<file path="config.mk">
export PLATFORM = sky130hd
export DESIGN_NAME = mdr_mem_port_flat
export DESIGN_NICKNAME = d
export VERILOG_FILES = /design/src/rtl/mdr_pkg.sv /design/src/rtl/mdr_mem_port_if.sv /design/src/rtl/mdr_lane_align.sv /design/src/rtl/mdr_mem_port.sv /design/src/flat_wrapper.sv
export SDC_FILE = /design/constraint.sdc
export NUM_CORES = 1
export LEC_CHECK = 0
export BUFFER_PORTS_ARGS = -buffer_cell sky130_fd_sc_hd__buf_4
export CAP_MARGIN = 20
export CORE_ASPECT_RATIO = 1.1
export CORE_MARGIN = 1.5
export CORE_UTILIZATION = 52
export DETAILED_ROUTE_END_ITERATION = 12
export PLACE_DENSITY = 0.8
export SETUP_SLACK_MARGIN = 0.5
export SLEW_MARGIN = 10
export SYNTH_ARGS = -nofsm -noshare
export SYNTH_HDL_FRONTEND = slang
export SYNTH_SLANG_ARGS = --single-unit
</file>
<file path="constraint.sdc">
create_clock -name clk -period 2.7 [get_ports clk]
set_clock_uncertainty 0.15 [all_clocks]
set_input_delay 0.54 -clock clk [delete_from_list [all_inputs] [get_ports clk]]
set_output_delay 0.54 -clock clk [all_outputs]
set_load 0.02 [all_outputs]
</file>
<file path="src/rtl/mdr_pkg.sv">
// Shared definitions for the memory data register port: access sizes, FSM states
// and the default ack timeout.
package mdr_pkg;

   typedef enum logic [1:0] {
      SZ_BYTE  = 2'b00,
      SZ_HALF  = 2'b01,
      SZ_WORD  = 2'b10,
      SZ_DWORD = 2'b11
   } size_t;

   typedef enum logic [1:0] {
      IDLE    = 2'b00,
      RD_WAIT = 2'b01,
      WR_WAIT = 2'b10
   } state_t;

   localparam int TIMEOUT_CYC_DEF = 255;

   // A dword request on a 32-bit port degrades to a word access.
   function automatic size_t eff_size(input size_t sz, input int data_w);
      return (data_w == 32 && sz == SZ_DWORD) ? SZ_WORD : sz;
   endfunction

endpackage

</file>
<file path="src/rtl/mdr_mem_port_if.sv">
// Memory-side request/acknowledge bus of the MDR port.
interface mdr_mem_port_if #(parameter int DATA_W = 32);

   logic                  mem_rd;
   logic                  mem_wr;
   logic [DATA_W-1:0]     mem_wdata;
   logic [DATA_W/8-1:0]   mem_be;
   logic [DATA_W-1:0]     mem_rdata;
   logic                  mem_ack;

   modport master (output mem_rd, mem_wr, mem_wdata, mem_be,
                   input  mem_rdata, mem_ack);

   modport slave  (input  mem_rd, mem_wr, mem_wdata, mem_be,
                   output mem_rdata, mem_ack);

endinterface

</file>
<file path="src/rtl/mdr_lane_align.sv">
// Combinational lane logic: load extraction/extension, store replication,
// byte enables and alignment check.
module mdr_lane_align
   import mdr_pkg::*;
#(
   parameter int DATA_W = 32
) (
   input  size_t                        ld_size,
   input  logic                         ld_sext,
   input  logic [$clog2(DATA_W/8)-1:0]  ld_off,
   input  logic [DATA_W-1:0]            rdata,
   output logic [DATA_W-1:0]            load_val,
   input  size_t                        st_size,
   input  logic [$clog2(DATA_W/8)-1:0]  st_off,
   input  logic [DATA_W-1:0]            mdr,
   output logic [DATA_W-1:0]            st_data,
   output logic [DATA_W/8-1:0]          st_be,
   output logic                         misalign
);

   localparam int BW = DATA_W / 8;

   logic [DATA_W-1:0] sh;
   logic [DATA_W-1:0] msk;
   logic              sb;
   logic [BW-1:0]     be_base;

   // Lane at the latched offset is shifted down, masked, then the upper bits filled.
   always_comb begin
      sh  = rdata >> {ld_off, 3'b000};
      msk = '0;
      sb  = 1'b0;
      case (eff_size(ld_size, DATA_W))
         SZ_BYTE: begin msk[7:0]  = '1; sb = sh[7];  end
         SZ_HALF: begin msk[15:0] = '1; sb = sh[15]; end
         SZ_WORD: begin msk[31:0] = '1; sb = sh[31]; end
         default: begin msk       = '1; sb = 1'b0;   end
      endcase
      load_val = (sh & msk) | ((ld_sext && sb) ? ~msk : '0);
   end

   always_comb begin
      st_data  = mdr;
      be_base  = '1;
      misalign = 1'b0;
      case (eff_size(st_size, DATA_W))
         SZ_BYTE: begin
            st_data = {(DATA_W/8){mdr[7:0]}};
            be_base = BW'(1);
         end
         SZ_HALF: begin
            st_data  = {(DATA_W/16){mdr[15:0]}};
            be_base  = BW'(2'b11);
            misalign = st_off[0];
         end
         SZ_WORD: begin
            st_data  = {(DATA_W/32){mdr[31:0]}};
            be_base  = BW'(4'hF);
            misalign = |st_off[1:0];
         end
         default: begin
            st_data  = mdr;
            be_base  = '1;
            misalign = |st_off;
         end
      endcase
      st_be = be_base << st_off;
   end

endmodule

</file>
<file path="src/rtl/mdr_mem_port.sv">
// Memory data register with request/acknowledge memory port and sub-word lanes.
// Optional ack timeout enabled by defining MDR_TIMEOUT_EN.
module mdr_mem_port
   import mdr_pkg::*;
#(
   parameter int DATA_W      = 32,
   parameter int TIMEOUT_CYC = TIMEOUT_CYC_DEF
) (
   input  logic                         clk,
   input  logic                         clear,
   input  logic                         MDRin,
   input  logic                         read,
   input  logic                         write,
   input  logic [1:0]                   size,
   input  logic                         sext,
   input  logic [$clog2(DATA_W/8)-1:0]  addr_lo,
   input  logic [DATA_W-1:0]            BusMuxOut,
   output logic [DATA_W-1:0]            BusMuxInMDR,
   mdr_mem_port_if.master               mem,
   output logic                         busy,
   output logic                         done,
   output logic                         err
);

   localparam int AW = $clog2(DATA_W/8);

   state_t            state;
   logic [DATA_W-1:0] mdr;
   size_t             ld_size;
   logic              ld_sext;
   logic [AW-1:0]     ld_off;

   logic [DATA_W-1:0]   load_val;
   logic [DATA_W-1:0]   st_data;
   logic [DATA_W/8-1:0] st_be;
   logic                misalign;

`ifdef MDR_TIMEOUT_EN
   localparam int CW = $clog2(TIMEOUT_CYC + 1);
   logic [CW-1:0] wait_cnt;
   logic          expired;
   assign expired = (wait_cnt == CW'(TIMEOUT_CYC - 1));
`endif

   assign BusMuxInMDR = mdr;

   mdr_lane_align #(.DATA_W(DATA_W)) u_align (
      .ld_size  (ld_size),
      .ld_sext  (ld_sext),
      .ld_off   (ld_off),
      .rdata    (mem.mem_rdata),
      .load_val (load_val),
      .st_size  (size_t'(size)),
      .st_off   (addr_lo),
      .mdr      (mdr),
      .st_data  (st_data),
      .st_be    (st_be),
      .misalign (misalign)
   );

   always_ff @(posedge clk or negedge clear) begin
      if (!clear) begin
         state         <= IDLE;
         mdr           <= '0;
         ld_size       <= SZ_BYTE;
         ld_sext       <= 1'b0;
         ld_off        <= '0;
         mem.mem_rd    <= 1'b0;
         mem.mem_wr    <= 1'b0;
         mem.mem_wdata <= '0;
         mem.mem_be    <= '0;
         busy          <= 1'b0;
         done          <= 1'b0;
         err           <= 1'b0;
`ifdef MDR_TIMEOUT_EN
         wait_cnt      <= '0;
`endif
      end else begin
         done <= 1'b0;
         err  <= 1'b0;
         case (state)
            IDLE: begin
`ifdef MDR_TIMEOUT_EN
               wait_cnt <= '0;
`endif
               if (read) begin
                  if (misalign) begin
                     err <= 1'b1;
                  end else begin
                     state      <= RD_WAIT;
                     mem.mem_rd <= 1'b1;
                     busy       <= 1'b1;
                     ld_size    <= size_t'(size);
                     ld_sext    <= sext;
                     ld_off     <= addr_lo;
                  end
               end else if (write) begin
                  if (misalign) begin
                     err <= 1'b1;
                  end else begin
                     state         <= WR_WAIT;
                     mem.mem_wr    <= 1'b1;
                     busy          <= 1'b1;
                     mem.mem_wdata <= st_data;
                     mem.mem_be    <= st_be;
                  end
               end else if (MDRin) begin
                  mdr <= BusMuxOut;
               end
            end
            RD_WAIT: begin
               if (mem.mem_ack) begin
                  mdr        <= load_val;
                  mem.mem_rd <= 1'b0;
                  busy       <= 1'b0;
                  done       <= 1'b1;
                  state      <= IDLE;
               end
`ifdef MDR_TIMEOUT_EN
               else if (expired) begin
                  mem.mem_rd <= 1'b0;
                  busy       <= 1'b0;
                  err        <= 1'b1;
                  state      <= IDLE;
               end else begin
                  wait_cnt <= wait_cnt + 1'b1;
               end
`endif
            end
            WR_WAIT: begin
               if (mem.mem_ack) begin
                  mem.mem_wr    <= 1'b0;
                  mem.mem_wdata <= '0;
                  mem.mem_be    <= '0;
                  busy          <= 1'b0;
                  done          <= 1'b1;
                  state         <= IDLE;
               end
`ifdef MDR_TIMEOUT_EN
               else if (expired) begin
                  mem.mem_wr    <= 1'b0;
                  mem.mem_wdata <= '0;
                  mem.mem_be    <= '0;
                  busy          <= 1'b0;
                  err           <= 1'b1;
                  state         <= IDLE;
               end else begin
                  wait_cnt <= wait_cnt + 1'b1;
               end
`endif
            end
            default: state <= IDLE;
         endcase
      end
   end

endmodule

</file>
<file path="src/flat_wrapper.sv">
// flat-port wrapper written by rule: the top's interface ports become plain ports
module mdr_mem_port_flat import mdr_pkg::*;
#(
   parameter int DATA_W      = 32,
   parameter int TIMEOUT_CYC = TIMEOUT_CYC_DEF
)
  (clk, clear, MDRin, read, write, size, sext, addr_lo, BusMuxOut, BusMuxInMDR, busy, done, err, mem_mem_rd, mem_mem_wr, mem_mem_wdata, mem_mem_be, mem_mem_rdata, mem_mem_ack);
  mdr_mem_port_if #(.DATA_W(DATA_W)) mem_i ();
  input  logic clk;
  input  logic clear;
  input  logic MDRin;
  input  logic read;
  input  logic write;
  input  logic [1:0] size;
  input  logic sext;
  input  logic [$clog2(DATA_W/8)-1:0] addr_lo;
  input  logic [DATA_W-1:0] BusMuxOut;
  output logic [DATA_W-1:0] BusMuxInMDR;
  output logic busy;
  output logic done;
  output logic err;
  output wire logic [$bits(mem_i.mem_rd)-1:0] mem_mem_rd;
  output wire logic [$bits(mem_i.mem_wr)-1:0] mem_mem_wr;
  output wire logic [$bits(mem_i.mem_wdata)-1:0] mem_mem_wdata;
  output wire logic [$bits(mem_i.mem_be)-1:0] mem_mem_be;
  input wire logic [$bits(mem_i.mem_rdata)-1:0] mem_mem_rdata;
  input wire logic [$bits(mem_i.mem_ack)-1:0] mem_mem_ack;
  assign mem_mem_rd = mem_i.mem_rd;
  assign mem_mem_wr = mem_i.mem_wr;
  assign mem_mem_wdata = mem_i.mem_wdata;
  assign mem_mem_be = mem_i.mem_be;
  assign mem_i.mem_rdata = mem_mem_rdata;
  assign mem_i.mem_ack = mem_mem_ack;
  mdr_mem_port #(.DATA_W(DATA_W), .TIMEOUT_CYC(TIMEOUT_CYC)) u_core (.clk(clk), .clear(clear), .MDRin(MDRin), .read(read), .write(write), .size(size), .sext(sext), .addr_lo(addr_lo), .BusMuxOut(BusMuxOut), .BusMuxInMDR(BusMuxInMDR), .mem(mem_i), .busy(busy), .done(done), .err(err));
endmodule
</file>
==> flow_summary.json, run 1 <==
{
  "status": "completed",
  "grt.total_usage": 0.2762,
  "critPathMaxFanout": 37,
  "htreeDepth": 3,
  "die_x_um": 96.10,
  "end_kind": "register",
  "viasPerCell": 5.922,
  "cp.required_ns": 2.80,
  "row_count": 37,
  "die-area_um2": 10130,
  "path_cells": "inv_1, ha_4, mux2i_1, a21oi_4, buf_12, mux2_2",
  "async_reset_ff_frac": 1.000,
  "worstHoldPathType": "in2async",
  "nNetsFinal": 672,
  "place_hpwl_um": 10330,
  "drt_first_pass_iters": 7,
  "antenna_found_initial": 0,
  "finalNonFillerCells": 715,
  "p_leak_uw": 0.002926,
  "clkLatencyLatePin_ns": 0.36,
  "coreArea_um2": 9305,
  "fmax_mhz": 487.7,
  "clockBufferDepth": 2,
  "synth_cell_types": 45,
  "hold_viol_final": 0,
  "finalSetupViolCount": 0,
  "gp_congestion": 0.8889,
  "tns_ns": 0,
  "maxCapViolCount": 0,
  "synth_top_area_cell": "dfrtp_1",
  "area.growth.synth_to_final_pct": 27.13,
  "slowest_delay_ns": 0.42,
  "crit_arrival_ns": 2.15,
  "first_global_vias": 3987,
  "num_vias": 4234,
  "syn_avg_cell_area_um2": 10.68,
  "ctsRootBufferMaster": "clkbuf_8",
  "min_period_ns": 2.051,
  "startpoint_type": "register",
  "yosysWarnings": 0,
  "synth_flop_cell": "dfrtp_1",
  "io_pins": 148,
  "placed_cells_incl_taps": 698,
  "ant_nets": 0,
  "diodes": 0,
  "ys_ff_latch": 80,
  "worstSetupPathType": "reg2reg",
  "wirelength_um": 13760,
  "synth_area_leaders": "dfrtp_1 40%, mux2_4 8.8%, mux2i_1 7.5%, mux2_2 4.1%, mux4_2 3.6%",
  "grt_pass1_wl_um": 21100,
  "start_util": 0.5327,
  "die_h_um": 105.4,
  "drcViolationCount": 0,
  "crit_family": "multiplexers",
  "cts_tree": "done",
  "powerDensity_nw_per_um2": 1324,
  "post_drt_wl_per_cell_um": 19.24,
  "synthCells": 464,
  "synth_fp_nets": 543,
  "clock-sinks": 80,
  "drt-initial-drc-count": 280,
  "cts_buffers": 9,
  "final_max_slew_viol_count": 0,
  "relSlewSlack": 0.5946,
  "io_buffers": 147,
  "postCtsHoldBufs": 0,
  "synth_edf_count": 0,
  "drive_above_1_share": 0.4281,
  "critPathSlowestCell": "dfrtp_1",
  "grt_max_degree": 65,
  "gr-total-overflow": 0,
  "syn_area_um2": 4957,
  "clk_pin_slew_worst_paths_ns": 0.09,
  "rsz0062_at_grt": "false",
  "synth_seq_area_share": 0.4038,
  "worst-path-buf-inv": 2,
  "synth_top_area_share": 0.4038,
  "ff2ff_setup_slack_ns": 0.65,
  "max-vdd-ir-drop_mv": 0.5828,
  "worst_slew_pin_slew_ns": 0.6081,
  "fin_crit_sh": 0.7594
}
[worst register-to-register path: stages (launching register included)]
cell and delay (ns):
dfrtp_1 0.42, inv_1 0.16, ha_4 0.25, mux2i_1 0.13, a21oi_4 0.15, buf_12 0.27, mux2_2 0.41
[sequential cells by signal (all words and copies together) (netlist names)]
| register | cells |
|---|---|
| u_core.mem.mem_wr | 1 |
| u_core.BusMuxInMDR | 32 |
| u_core.done | 1 |
| u_core.mem.mem_be | 4 |
| u_core.ld_sext | 1 |
| u_core.err | 1 |
| u_core.mem.mem_wdata | 32 |
| u_core.busy | 1 |
| u_core.state | 2 |
| u_core.ld_off | 2 |
| u_core.ld_size | 2 |
| u_core.mem.mem_rd | 1 |
[what timing repair did]
item	in CTS	in global routing
resized for setup	1	3
endpoints found under the setup margin	54	22
cloned	0	1
endpoints found under the hold margin	0	0
setup buffers	0	0
[synth_stat cells, types with 2 or more instances]
cell	instances
mux2i_1	37
buf_1	3
a211oi_1	18
ha_1	4
a221oi_2	8
mux2_4	29
a31oi_1	17
nand2_1	32
a21oi_1	19
inv_1	26
clkbuf_1	13
or2_2	10
nor2_1	38
mux2_2	18
a21oi_4	2
buf_2	13
buf_6	5
buf_12	3
nor3_1	3
nor2b_1	20
o22ai_1	8
o2bb2ai_1	7
o21ai_0	21
o211ai_2	2
dfrtp_1	80
a22o_1	2
mux4_2	8
[routing by layer]
| layer | routed length [um] | vias to the layer above | GRT usage |
|---|---|---|---|
| li1 | - | 1924 | - |
| met1 | 5715 | 2067 | 0.3829 |
| met2 | 6732 | 210 | 0.4291 |
| met3 | 922 | 33 | 0.03680 |
| met4 | 390 | 0 | 0.1197 |
| met5 | 0 | - | 0 |
[worst paths after layout]
| kind | startpoint | end | depth (start not counted) |
|---|---|---|---|
| max | u_core.state[0] | u_core.mem.mem_wdata[22] | 6 |
| min | clear | u_core.mem.mem_wdata[10] | 1 |
| max reg2reg | u_core.state[0] | u_core.mem.mem_wdata[22] | 6 |
| min reg2reg | u_core.mem.mem_wdata[4] | u_core.mem.mem_wdata[4] | 1 |
| max in group asynchronous | clear | u_core.BusMuxInMDR[16] | 2 |
| min in group clk | sext | u_core.ld_sext | 2 |
[power breakdown]
group / internal (uW) / total (uW) / switching, uW / leakage (uW)
registers: 1820 / 2430 / 614 / 0.000938
clock network: 426 / 878 / 452 / 0.0000952
logic: 2440 / 5030 / 2590 / 0.00189
total: 4680 / 8340 / 3660 / 0.00293
[cell usage in the layout, fill, tap and decap left out, types with 2 or more instances in the layout]
cell and n:
buf_4 151, clkbuf_8 9, dfrtp_1 80, a21oi_1 19
inv_1 26, ha_1 3, clkinvlp_4 2, o21ai_0 21
buf_12 3, or2_2 10, a22o_1 2, a31oi_1 17
nor2_1 38, mux2_4 29, a21oi_4 3, clkinv_4 2
a211oi_1 18, mux4_2 8, mux2_2 18, nor2b_1 20
mux2i_1 37, o2bb2ai_1 7, nand2_1 32, o211ai_2 2
a221oi_2 8, nor3_1 3, clkinv_2 2, o22ai_1 8
[layout make-up]
class	instances	area [um2]
fill	709	3003
multi-input combinational	320	2630
sequential	80	2002
timing repair buffer	156	1230
tap	117	146.4
clock buffer	9	123.9
inverter	26	97.59
clock inverter	7	72.57
[metrics by stage]
step	instance area, um2	total power, uW	utilization	setup WS (ns)	hold WS (ns)
floorplan	4957	5801	-	0.6773	0.09441
detailed placement	6063	7363	0.6516	0.3922	0.3520
CTS	6262	8251	0.6730	0.5688	0.05065
finish	6302	8341	0.6773	0.6495	0.02460
global route	6302	8803	0.6773	0.5404	0.07041
global placement	6063	7192	0.6516	0.4427	0.3520
[cells by family (layout without fill, tap and decap cells)]
group / count (synthesis) / after routing / synth area share
buf+inv: 64 / 198 / 0.06991
flops: 80 / 80 / 0.4038
fa+ha+maj: 4 / 4 / 0.01010
simple gates: 113 / 113 / 0.1103
compound gates: 111 / 111 / 0.1661
mux: 92 / 92 / 0.2398
Note: power is estimated with default switching activity, not from simulation.
==> run 2, diff against run 1 <==
--- a/config.mk
+++ b/config.mk
@@ -5,13 +5,14 @@
 export SDC_FILE = /design/constraint.sdc
 export NUM_CORES = 1
 export LEC_CHECK = 0
+export ABC_AREA = 1
 export BUFFER_PORTS_ARGS = -buffer_cell sky130_fd_sc_hd__buf_4
 export CAP_MARGIN = 20
 export CORE_ASPECT_RATIO = 1.1
 export CORE_MARGIN = 1.5
-export CORE_UTILIZATION = 52
+export CORE_UTILIZATION = 51
 export DETAILED_ROUTE_END_ITERATION = 12
-export PLACE_DENSITY = 0.8
+export PLACE_DENSITY = 0.81
 export SETUP_SLACK_MARGIN = 0.5
 export SLEW_MARGIN = 10
 export SYNTH_ARGS = -nofsm -noshare
==> constraint.sdc (replaced) <==
create_clock -name clk -period 2 [get_ports clk]
set_clock_uncertainty 0.15 [all_clocks]
set_input_delay 0.4 -clock clk [delete_from_list [all_inputs] [get_ports clk]]
set_output_delay 0.4 -clock clk [all_outputs]
set_load 0.02 [all_outputs]
==> run 2 against run 1 <==
  * Sequential cell count unchanged
  * Combinational power up 66%
  * Critical path depth grew 4
  * Power is 53% higher
==> flow_summary.json, run 2 <==
{
  "p_sw_uw": 6339,
  "comb_power_share": 0.657,
  "htreeDepth": 3,
  "critPathMaxFanout": 9,
  "coreArea_um2": 8408,
  "io_buffers": 147,
  "fin_crit_sh": 0.9992,
  "wl_met3_um": 2632,
  "gp_congestion": 0.9692,
  "crit_top_cell": "nand2_4",
  "synth_top_area_cell": "dfrtp_1",
  "synth_seq_area_share": 0.4534,
  "synth_top_family_by_area": "simple AND/OR/NAND/NOR gates",
  "synth_flop_cell": "dfrtp_1",
  "seq_area_um2": 2008,
  "final_max_slew_viol_count": 0,
  "synthMuxAreaShare": 0.002550,
  "r2r-end": "u_core.mem.mem_wdata[5]",
  "synth-compound-area-share": 0.1794,
  "rsz0062_at_grt": "true",
  "place_hpwl_um": 10500,
  "hold_viol_final": 0,
  "synth-simple-area-share": 0.2768,
  "clock-sinks": 80,
  "num_vias": 5795,
  "drt_first_pass_iters": 6,
  "synth_edf_count": 0,
  "hold_end": "u_core.mem.mem_be[0]",
  "antenna_found_initial": 0,
  "area.growth.synth_to_final_pct": 62.28,
  "syn_area_um2": 4415,
  "wirelength_um": 20710,
  "synth_area_leaders": "dfrtp_1 45%, nand2_1 18%, o21ai_0 8.4%, nor2_1 6.8%, a21oi_1 6.5%",
  "tns_ns": 0,
  "syn_avg_cell_area_um2": 7.122,
  "switching_share": 0.4976,
  "p_clk_frac": 0.093,
  "multi_input_area_um2": 2542,
  "synth_xor_area_frac": 0,
  "io_pins": 148,
  "critPathSlowestCell": "dfrtp_2",
  "cp.required_ns": 2.08,
  "synthAdderAreaFrac": 0.01133,
  "relSlewSlack": 0.6154,
  "top_layer_used": "met4",
  "fin_ws_ns": 0.001528,
  "die_x_um": 91.72,
  "ctsRootBufferMaster": "clkbuf_8",
  "diodes": 0,
  "grt.total_usage": 0.3392,
  "first_global_vias": 4733,
  "utilization": 0.8522,
  "path_cells": "inv_2, ha_4, inv_4, buf_6, nand2_4, a21oi_4, nand2_4, buf_8, nand2_1, o21ai_0",
  "yosysWarnings": 0,
  "die-area_um2": 9226,
  "synth_cell_types": 27,
  "row_count": 35,
  "min-delay-start": "addr_lo[1]",
  "layout_commonest_cell": "buf_4",
  "clockBufferDepth": 2,
  "maxCapViolCount": 0,
  "startpoint_type": "register",
  "wl_met2_um": 9553,
  "p_leak_uw": 0.003645,
  "wl_met1_um": 7090,
  "synth.most_common_cell": "nand2_1",
  "fmax_mhz": 500.4,
  "power_uw": 12740,
  "die_h_um": 100.6,
  "holdPathStages": 2,
  "ant_nets": 0,
  "min_period_ns": 1.998,
  "clk_pin_slew_worst_paths_ns": 0.09,
  "r2r_start": "u_core.state[0]",
  "finalSetupViolCount": 0,
  "drcViolationCount": 0,
  "cts_tree": "done",
  "r2r_cells": 10,
  "end_kind": "register",
  "async_reset_ff_frac": 1.000,
  "nFillCells": 450,
  "crit_arrival_ns": 2.08,
  "ys_ff_latch": 80,
  "worst_slew_pin_slew_ns": 0.5769,
  "synth_top_area_share": 0.4534,
  "intPower_uw": 6399,
  "place_ws_ns": 0.09854,
  "synthCells": 620,
  "pwr-share-seq": 0.249,
  "drive_above_1_share": 0.4299,
  "status": "completed",
  "max-vdd-ir-drop_mv": 0.9375,
  "powerDensity_nw_per_um2": 1778,
  "post_drt_wl_per_cell_um": 21.89,
  "final_cell_mix": "175 x buf_4, 167 x nand2_1, 75 x dfrtp_1",
  "cts_buffers": 9,
  "ff2ff_setup_slack_ns": 0.002,
  "grt_max_degree": 40,
  "worstHoldPathType": "in2reg",
  "viasPerCell": 6.126,
  "gr-total-overflow": 0,
  "grt_pass1_wl_um": 24040,
  "clkLatencyLatePin_ns": 0.37,
  "yosys-top-cells-count": "207 x nand2_1, 80 x dfrtp_1, 80 x nor2_1",
  "drt-initial-drc-count": 614,
  "worstSetupPathType": "reg2reg",
  "synth_fp_nets": 699,
  "nNetsFinal": 909,
  "slowest_delay_ns": 0.43,
  "start_util": 0.5251
}
run 2: cell count changes in the layout (fill, tap and decap cells not counted), moves of 23 or more:
| cell | previous run | this run |
|---|---|---|
| buf_4 | 151 | 175 |
| nand2_1 | 32 | 167 |
| a21oi_1 | 19 | 50 |
| buf_6 | 1 | 43 |
| mux2i_1 | 37 | 0 |
| nand2_2 | 0 | 25 |
| mux2_4 | 29 | 0 |
| nor2_1 | 38 | 61 |
run 2: worst max-delay path: cells and delay by family, from the launching register on:
family	cells	cell delay [ns]
buffers and inverters	4	0.45
flip-flops	1	0.43
AO/OA/AOI/OAI	2	0.33
AND/OR/NAND/NOR	3	0.29
adder cells (fa/ha/maj)	1	0.20
run 2: worst max-delay path by stage:
| stage | start | end | cells after the start |
|---|---|---|---|
| floorplan | u_core.state[1] | u_core.BusMuxInMDR[16] | 13 |
| finish | u_core.state[0] | u_core.mem.mem_wdata[5] | 10 |
| detailed placement | u_core.state[0] | u_core.BusMuxInMDR[7] | 8 |
| CTS | u_core.state[1] | u_core.mem.mem_wdata[21] | 9 |
| global placement | u_core.state[0] | u_core.BusMuxInMDR[3] | 8 |
| global route | u_core.state[0] | u_core.mem.mem_wdata[5] | 10 |
run 2: per-layer routing:
metal  up-vias  global-route usage
li1       2419                   -
met1      2641              0.4541
met2       592              0.5465
met3       143             0.06938
met4         0              0.1290
met5         -                   0
run 2: logic make-up (layout without fill, tap and decap cells):
kind of cell / count (synthesis) / in the layout
AO/OA/AOI/OAI: 147 / 147
adder cells (fa/ha/maj): 4 / 4
buffers and inverters: 75 / 288
flip-flops: 80 / 80
multiplexers: 1 / 1
AND/OR/NAND/NOR: 313 / 315
run 2: cell type report:
cell class	count	share of cell area
timing repair buffer	233	0.2981
sequential	80	0.2803
inverter	39	0.02183
clock buffer	9	0.01729
tap	111	0.01938
clock inverter	7	0.008381
multi-input combinational	467	0.3548
run 2: repair_timing:
action                                  in CTS  in global routing
gates resized for setup                     30                177
setup buffers                               36                 21
pin swaps                                    3                 42
hold buffers                                 1                  0
endpoints found under the setup margin     109                122
hold endpoints to repair                    28                  0
cloned                                       3                 11
run 2: metrics by stage:
stage / hold WS (ns) / cells / instance area [um2]
5_1_grt: 0.08675 / 946 / 7166
3_5_place_dp: 0.2226 / 858 / 5658
3_3_place_gp: 0.2080 / 858 / 5658
6_report: 0.08908 / 946 / 7166
2_1_floorplan: -0.04559 / 620 / 4448
4_1_cts: 0.08375 / 914 / 6297
run 2: power groups by stage:
stage | Combinational, uW | Sequential (uW) | Clock (uW)
2_1_floorplan | 2610 | 3630 | 0
3_3_place_gp | 5210 | 3030 | 0
3_5_place_dp | 5270 | 3060 | 0
4_1_cts | 6270 | 2930 | 1130
5_1_grt | 8770 | 3190 | 1230
6_report | 8370 | 3170 | 1190
==> run 3, diff against run 2 <==
--- a/config.mk
+++ b/config.mk
@@ -9,7 +9,6 @@
 export BUFFER_PORTS_ARGS = -buffer_cell sky130_fd_sc_hd__buf_4
 export CAP_MARGIN = 20
 export CORE_ASPECT_RATIO = 1.1
-export CORE_MARGIN = 1.5
 export CORE_UTILIZATION = 51
 export DETAILED_ROUTE_END_ITERATION = 12
 export PLACE_DENSITY = 0.81
==> run 3 against run 2 <==
  * Critical path depth down 1
  * Power down 2.1%
  * The run now ends with setup timing left
  * Combinational power down 3.6%
==> flow_summary.json, run 3 (synthesis gave the netlist of run 2 again) <==
{
  "p_leak_uw": 0.003588,
  "first_global_vias": 5110,
  "r2r_cells": 9,
  "fin_crit_sh": 1.060,
  "grt_pass1_wl_um": 25990,
  "gr-total-overflow": 0,
  "drcViolationCount": 0,
  "r2r_start": "u_core.state[0]",
  "place_hpwl_um": 10420,
  "rsz0062_at_grt": "true",
  "post_drt_wl_per_cell_um": 21.50,
  "timing.hold.ws_ns": 0.1104,
  "io_pins": 148,
  "diodes": 0,
  "fmax_mhz": 471.6,
  "die-area_um2": 9034,
  "wirelength_um": 20040,
  "hold_end": "u_core.mem.mem_be[0]",
  "num_vias": 5715,
  "crit_arrival_ns": 2.21,
  "layout_commonest_cell": "buf_4",
  "die_h_um": 99.59,
  "ff2ff_setup_slack_ns": -0.12,
  "ctsRootBufferMaster": "clkbuf_8",
  "gp_congestion": 0.9489,
  "ant_nets": 0,
  "final_max_slew_viol_count": 0,
  "drt-initial-drc-count": 604,
  "worstHoldPathType": "in2reg",
  "end_kind": "register",
  "maxCapViolCount": 0,
  "relSlewSlack": 0.6955,
  "antenna_found_initial": 0,
  "finalSetupViolCount": 2,
  "cts_buffers": 9,
  "grt_max_degree": 38,
  "io_buffers": 147,
  "place_ws_ns": 0.02892,
  "powerDensity_nw_per_um2": 1788,
  "htreeDepth": 3,
  "worst_slew_pin_slew_ns": 0.4520,
  "clkLatencyLatePin_ns": 0.36,
  "r2r-end": "u_core.mem.mem_wdata[1]",
  "coreArea_um2": 8408,
  "area.growth.synth_to_final_pct": 57.92,
  "nNetsFinal": 895,
  "finalInstanceArea_um2": 6973,
  "drt_first_pass_iters": 6,
  "clock-sinks": 80,
  "cp.required_ns": 2.09,
  "clockBufferDepth": 2,
  "hold_viol_final": 0,
  "min_period_ns": 2.121,
  "status": "finished with violations",
  "holdPathStages": 2,
  "min-delay-start": "addr_lo[1]",
  "max-vdd-ir-drop_mv": 0.8268,
  "critPathMaxFanout": 9,
  "violations": "setup timing",
  "dpl_cell_area_um2": 5653,
  "viasPerCell": 6.132,
  "cts_tree": "done",
  "startpoint_type": "register",
  "clk_pin_slew_worst_paths_ns": 0.09,
  "die_x_um": 90.72,
  "drive_above_1_share": 0.3995,
  "worstSetupPathType": "reg2reg",
  "start_util": 0.5251,
  "grt.total_usage": 0.3721,
  "final_cell_mix": "179 x buf_4, 175 x nand2_1, 80 x dfrtp_1",
  "row_count": 35,
  "fin_ws_ns": -0.1205
}
run 3: changes by cell type in the layout (fill, tap and decap cells not counted), moves of 3 or more:
| cell | change |
|---|---|
| dfrtp_1 | +5 |
| nand2_2 | -8 |
| clkbuf_16 | -4 |
| o21ai_0 | -3 |
| o21ai_2 | +6 |
| buf_4 | +4 |
| dfrtp_2 | -5 |
| nor2_4 | -7 |
| nand2_1 | +8 |
| nor2_1 | +9 |
| buf_6 | -19 |
| buf_16 | +3 |
| o21ai_1 | -3 |
run 3: power breakdown:
part | internal [uW] | leakage [uW] | switching, uW
logic | 3400 | 0.00250 | 4670
registers | 2360 | 0.000995 | 804
clock network | 582 | 0.0000929 | 648
run 3: per-stage QoR:
step	util	std cells	TNS (ns)	total power, uW
3_3_place_gp	0.6723	859	0	8184
2_1_floorplan	-	620	0	6239
3_5_place_dp	0.6723	859	0	8308
4_1_cts	0.7735	919	0	10790
6_report	0.8293	932	-0.1419	12470
5_1_grt	0.8293	932	-0.3967	12930
run 3: worst max-delay path by stage:
stage / startpoint / end / cells after the start
3_5_place_dp: u_core.state[0] / u_core.BusMuxInMDR[11] / 10
3_3_place_gp: u_core.state[0] / u_core.BusMuxInMDR[5] / 8
6_report: u_core.state[0] / u_core.mem.mem_wdata[1] / 9
5_1_grt: u_core.state[0] / u_core.mem.mem_wdata[1] / 9
4_1_cts: u_core.state[0] / u_core.BusMuxInMDR[18] / 11
2_1_floorplan: u_core.state[1] / u_core.BusMuxInMDR[16] / 13
run 3: what timing repair did:
action / in CTS / in global routing
resized for setup: 69 / 106
hold buffers: 1 / 0
cloned: 7 / 6
pin swaps: 8 / 8
endpoints found under the setup margin: 101 / 95
endpoints found under the hold margin: 30 / 0
buffers inserted: 36 / 7
run 3: worst max-delay path, stage by stage, from the launching register on:
cell,delay (ns)
dfrtp_1,0.42
inv_2,0.09
ha_4,0.20
nand2_2,0.07
o21ai_2,0.08
a21oi_4,0.18
buf_6,0.13
nand3_4,0.18
buf_12,0.22
o21ai_0,0.29
run 3: metal layers:
layer	part of all wire	vias up	global-route usage
met5	0	-	0
met4	0.084	0	0.2283
met3	0.11	182	0.05428
met2	0.47	537	0.6381
met1	0.34	2604	0.4428
li1	-	2392	-
run 3: area by class of cell:
cell class              instances  area, um2
repair buffers                220       2002
clock buffers                  10      127.6
clock inverters                 6      67.56
fillers                       467       1435
well taps                     111      138.9
flip-flops and latches         80       2002
multi-input cells             466       2481
inverters                      39      153.9
